<file path="src/rtl/if_pkg.sv">
// Shared definitions for the instruction-fetch slice: FSM encodings, default widths, reset values.
// Latency: n/a; backpressure: n/a.
package if_pkg;

    localparam int ADDR_W_DEF = 8;
    localparam int DATA_W_DEF = 8;

    localparam logic [1:0] S_IDLE  = 2'd0;
    localparam logic [1:0] S_FETCH = 2'd1;
    localparam logic [1:0] S_STALL = 2'd2;

    localparam logic [1:0] RST_STATE = S_IDLE;
    localparam logic       RST_PEND  = 1'b0;

endpackage

</file>
<file path="src/rtl/instr_queue.sv">
// Generic synchronous FIFO holding fetched {addr, instr} entries; head is read straight from the entry registers.
// Latency: push visible at head next cycle; backpressure: push dropped only when full without a pop, pop ignored when empty.
module instr_queue #(
    parameter int DEPTH = 2,
    parameter int W     = 16,
    localparam int PW   = (DEPTH > 1) ? $clog2(DEPTH) : 1,
    localparam int CW   = $clog2(DEPTH) + 1
) (
    input  logic          clk,
    input  logic          rst,
    input  logic          clr,
    input  logic          push,
    input  logic [W-1:0]  push_dat,
    input  logic          pop,
    output logic [W-1:0]  head_dat,
    output logic [CW-1:0] count,
    output logic          empty
);

    logic [W-1:0]  mem [DEPTH];
    logic [PW-1:0] wr_ptr;
    logic [PW-1:0] rd_ptr;
    logic          do_push;
    logic          do_pop;

    assign empty    = (count == '0);
    assign do_pop   = pop && !empty;
    assign do_push  = push && ((count != CW'(DEPTH)) || do_pop);
    assign head_dat = mem[rd_ptr];

    // Power-of-two depth lets the pointers wrap by natural overflow.
    always_ff @(posedge clk or negedge rst) begin
        if (!rst) begin
            wr_ptr <= '0;
            rd_ptr <= '0;
            count  <= '0;
            for (int i = 0; i < DEPTH; i++) begin
                mem[i] <= '0;
            end
        end else if (clr) begin
            wr_ptr <= '0;
            rd_ptr <= '0;
            count  <= '0;
        end else begin
            if (do_push) begin
                mem[wr_ptr] <= push_dat;
                wr_ptr      <= wr_ptr + 1'b1;
            end
            if (do_pop) begin
                rd_ptr <= rd_ptr + 1'b1;
            end
            if (do_push && !do_pop) begin
                count <= count + 1'b1;
            end else if (!do_push && do_pop) begin
                count <= count - 1'b1;
            end
        end
    end

endmodule

</file>
<file path="src/rtl/instr_fetch.sv">
// Instruction prefetcher: issues program-memory reads at pc_addr and queues {addr, data}; optional flush via INSTR_FETCH_FLUSH_EN.
// Latency: instr_valid two cycles after mem_rd; backpressure: pc_hold/S_STALL once queue + in-flight read would fill the queue.
module instr_fetch
    import if_pkg::*;
#(
    parameter int QUEUE_DEPTH = 2,
    parameter int ADDR_W      = ADDR_W_DEF,
    parameter int DATA_W      = DATA_W_DEF
) (
    input  logic              clk,
    input  logic              rst,
    input  logic [ADDR_W-1:0] pc_addr,
    output logic              pc_hold,
    output logic [ADDR_W-1:0] mem_addr,
    output logic              mem_rd,
    input  logic [DATA_W-1:0] mem_data,
    output logic [DATA_W-1:0] instr,
    output logic [ADDR_W-1:0] instr_addr,
    output logic              instr_valid,
    input  logic              instr_ready
`ifdef INSTR_FETCH_FLUSH_EN
    ,
    input  logic              flush
`endif
);

    localparam int CW = $clog2(QUEUE_DEPTH) + 1;

    logic [1:0]        state;
    logic [1:0]        state_nxt;
    logic              pend;
    logic [ADDR_W-1:0] pend_tag;
    logic [CW-1:0]     count;
    logic              empty;
    logic              pop;
    logic              flush_i;
    logic [CW:0]       occ_nxt;

`ifdef INSTR_FETCH_FLUSH_EN
    assign flush_i = flush;
`else
    assign flush_i = 1'b0;
`endif

    assign mem_rd      = (state == S_FETCH);
    assign mem_addr    = pc_addr;
    assign pc_hold     = (state == S_STALL);
    assign instr_valid = !empty;
    assign pop         = instr_valid && instr_ready;

    // Occupancy next cycle: queued + in-flight, including this cycle's issue and pop.
    assign occ_nxt = {1'b0, count} + (CW+1)'(pend) + (CW+1)'(mem_rd) - (CW+1)'(pop);

    always_comb begin
        state_nxt = state;
        if (flush_i) begin
            state_nxt = S_FETCH;
        end else begin
            case (state)
                S_IDLE:           state_nxt = S_FETCH;
                S_FETCH, S_STALL: state_nxt = (occ_nxt >= (CW+1)'(QUEUE_DEPTH)) ? S_STALL : S_FETCH;
                default:          state_nxt = S_IDLE;
            endcase
        end
    end

    always_ff @(posedge clk or negedge rst) begin
        if (!rst) begin
            state    <= RST_STATE;
            pend     <= RST_PEND;
            pend_tag <= '0;
        end else begin
            state    <= state_nxt;
            pend     <= mem_rd && !flush_i;
            pend_tag <= pc_addr;
        end
    end

    instr_queue #(
        .DEPTH (QUEUE_DEPTH),
        .W     (ADDR_W + DATA_W)
    ) u_queue (
        .clk      (clk),
        .rst      (rst),
        .clr      (flush_i),
        .push     (pend),
        .push_dat ({pend_tag, mem_data}),
        .pop      (pop),
        .head_dat ({instr_addr, instr}),
        .count    (count),
        .empty    (empty)
    );

endmodule

</file>
<file path="config.mk">
export PLATFORM = sky130hd
export DESIGN_NAME = instr_fetch
export DESIGN_NICKNAME = d
export VERILOG_FILES = /design/src/rtl/if_pkg.sv /design/src/rtl/instr_queue.sv /design/src/rtl/instr_fetch.sv
export SDC_FILE = /design/constraint.sdc
export NUM_CORES = 1
export LEC_CHECK = 0
export CAP_MARGIN = 20
export CORE_MARGIN = 2
export CORE_UTILIZATION = 45
export CTS_CLUSTER_DIAMETER = 200
export DETAILED_ROUTE_END_ITERATION = 16
export HOLD_SLACK_MARGIN = 0.08
export PLACE_DENSITY = 0.74
export SLEW_MARGIN = 20
export SYNTH_ARGS = -nofsm -noshare
export SYNTH_HDL_FRONTEND = slang
export SYNTH_SLANG_ARGS = --single-unit
</file>
<file path="constraint.sdc">
create_clock -name clk -period 2.4 [get_ports clk]
set_input_delay 0.6 -clock clk [delete_from_list [all_inputs] [get_ports clk]]
set_output_delay 0.6 -clock clk [all_outputs]
set_load 0.01 [all_outputs]
</file>
==> flow_summary.json <==
{
  "dieWidth_um": 73.6,
  "p_per_area_mw_per_mm2": 1440,
  "slew_viol_final": 0,
  "worst_setup_path_start_kind": "flip-flop",
  "async_flop_share_pct": 100,
  "synth_top_family_by_area": "multiplexers",
  "cp.arrival_ps": 2600,
  "netlist_area_mm2": 0.00218,
  "cts_hold_repair.buffers": 0,
  "layout_setup_ws_ps": -4.84,
  "fin_crit_ps": 2400,
  "yosysTopAreaCellShare_pct": 54.0,
  "finClkSkew_ps": 9.36,
  "worstPathMaxFanout": 2,
  "syn_area_per_cell_um2": 15.6,
  "drc": 0,
  "critPathCaptureType": "flip-flop",
  "grt_pass1_wl_um": 6630,
  "cp_slowest_cell": "dfrtp_2",
  "synthSimpleGateAreaFrac_pct": 3.44,
  "num_io_pins": 46,
  "vias": 1229,
  "grt_use_total_pct": 16.7,
  "grt_max_degree": 26,
  "yosysWarnings": 0,
  "gp_congestion": 0.762,
  "drive_above_1_share_pct": 42.9,
  "dp.cells": 235,
  "rsz0062_at_grt": "yes",
  "synth_cell_types": 22,
  "hp-class": "in2async",
  "wl_per_cell_um": 16.6,
  "core-area_mm2": 0.00469,
  "cts_buffers": 5,
  "slew_headroom_pct": 31.2,
  "fmax_ghz": 0.416,
  "cp_cell_sequence": "or2_4 -> nand2_4 -> inv_4 -> ha_4 -> inv_2 -> ha_4 -> a21o_1 -> fa_2 -> xnor2_2 -> nor3b_2 -> o21ba_2",
  "path_clk_slew_ps": 90,
  "root_buffer": "clkbuf_8",
  "numClockSinks": 47,
  "nets": 217,
  "synthTopCellsByCount": "47 x dfrtp_1, 28 x mux2_2, 20 x mux2_4",
  "dr.first_iter.drc_count": 84,
  "vias_per_cell": 5.02,
  "synth_area_leader_cell": "dfrtp_1",
  "synth_fp_nets": 167,
  "insertion_delay_ps": 310,
  "fin_cells": 245,
  "antenna_found_initial": 0,
  "synth_adder_area_share_pct": 4.94,
  "synth.most_common_cell": "dfrtp_1",
  "num_antenna_cells": 0,
  "grt_overflow_total": 0,
  "yosys-top-cells-area": "dfrtp_1 54%, mux2_2 14%, mux2_4 14%",
  "finalWirelength_um": 4060,
  "finalHoldViolations": 0,
  "worstMarginPinSlew_ps": 1030,
  "p_leak_uw": 0.00124,
  "synth-compound-area-share_pct": 1.15,
  "ys.flop_type": "dfrtp_1",
  "yosysSeqAreaShare_pct": 54.0,
  "cts_buffer_depth": 2,
  "synth_edf_count": 0,
  "cap_violations": 0,
  "cts_tree": "yes",
  "critical_path_class": "reg2reg",
  "timing.final.crit_share_pct": 100,
  "critPathMaxStageDelay_ps": 410,
  "crit_required_ps": 2590,
  "htree_levels": 2,
  "violations": "setup timing",
  "nFillCells": 352,
  "ant_nets": 0,
  "syn_to_final_growth_pct": 29.2,
  "rows": 25,
  "syn_inst": 140,
  "die_area_mm2": 0.00542,
  "setup-violations-final": 1,
  "muxShareOfSynthArea_pct": 28.2,
  "fin_util_pct": 60.0,
  "grt_pass1_vias": 1360,
  "port_buffers": 45,
  "crit_top_cell": "ha_4",
  "synth-xor-area-share_pct": 2.41,
  "drt_pass1_iterations": 4,
  "peakVddDrop_uv": 710,
  "die_h_um": 73.6,
  "status": "finished, violations left",
  "hpwl_um": 2880,
  "synth_seq_cells": 47,
  "initial_core_util_pct": 46.5
}
==> state kept, by name, summed over array words and instances, names as in the netlist <==
signal	flops
u_queue.mem	32
pend_tag	8
state	2
u_queue.count	2
pend	1
u_queue.rd_ptr	1
u_queue.wr_ptr	1
==> critical path: cells and delay by family, from the launching register on <==
family	cells	cell delay, ps
adder cells (fa/ha/maj)	3	840
buffers and inverters	2	80
XOR/XNOR	1	190
AO/OA/AOI/OAI	2	400
AND/OR/NAND/NOR	3	390
flip-flops	1	410
==> cell families after synthesis <==
logic type      after synthesis
xor+xnor                      6
mux                          48
fa+ha+maj                     8
simple gates                  9
compound gates                3
flops                        47
buf+inv                      19
==> through the flow <==
step	TNS [ps]	instance area [um^2]	power [uW]	hold WS [ps]	setup WS, ps
finish	-4.84	2820	4050	290	-4.84
global route	-77.5	2820	4320	314	-77.5
CTS	-6.27	2770	4020	304	-6.27
detailed placement	-6530	2690	3540	490	-464
global placement	-5140	2690	3440	484	-382
floorplan	0	2200	2760	304	0.0746
==> where the power goes <==
group / internal (uW) / switching [uW]
registers: 1150 / 198
logic: 1400 / 834
clock network: 200 / 269
==> layer usage <==
| layer | GRT usage (%) | vias up | part of all wire (%) |
|---|---|---|---|
| li1 | - | 567 | - |
| met1 | 20.5 | 625 | 42 |
| met2 | 27.6 | 31 | 52 |
| met3 | 6.31 | 6 | 5.0 |
| met4 | 4.85 | 0 | 1.3 |
| met5 | 0 | - | 0 |
==> cell type report <==
| cell class | count | area, um^2 | share of cell area [%] |
|---|---|---|---|
| clock inverter | 3 | 15.0 | 0.533 |
| sequential | 47 | 1180 | 41.8 |
| inverter | 7 | 28.8 | 1.02 |
| multi-input combinational | 74 | 926 | 32.9 |
| timing repair buffer | 55 | 532 | 18.9 |
| tap | 54 | 67.6 | 2.40 |
| clock buffer | 5 | 68.8 | 2.44 |
==> timing repair <==
action	4_1_cts	5_1_grt
endpoints found under the setup margin	11	10
resized for setup	2	6
pin swaps	1	8
setup buffers	0	2
==> cells in the final DEF, fill, tap and decap left out <==
cell type / instances
clkinv_2: 3
inv_1: 5
clkbuf_8: 5
mux2_2: 28
or2_4: 1
buf_2: 1
dfrtp_2: 2
nor3b_4: 1
nor2_1: 2
inv_4: 1
ha_4: 2
clkdlybuf4s50_1: 43
o21ba_2: 1
mux2_4: 20
o21a_1: 1
buf_12: 1
fa_2: 1
nand2_1: 1
dfrtp_1: 45
inv_2: 1
dlygate4sd2_1: 1
xnor2_2: 1
nor3_4: 1
buf_4: 9
ha_1: 5
nor3b_2: 1
a21o_1: 1
xnor2_1: 3
nand2_4: 1
nor2_4: 1
xor2_1: 2
==> worst paths after layout <==
path | from | end | slack (ps) | depth (start not counted)
max | u_queue.count[0] | state[0] | -5 | 11
min | rst | u_queue.mem[27] | 290 | 1
max reg2reg | u_queue.count[0] | state[0] | -5 | 11
min reg2reg | u_queue.mem[6] | u_queue.mem[6] | 510 | 1
max in group asynchronous | rst | u_queue.rd_ptr | 1570 | 2
min in group clk | u_queue.mem[6] | u_queue.mem[6] | 510 | 1
Power figures use the tool's default switching activity.
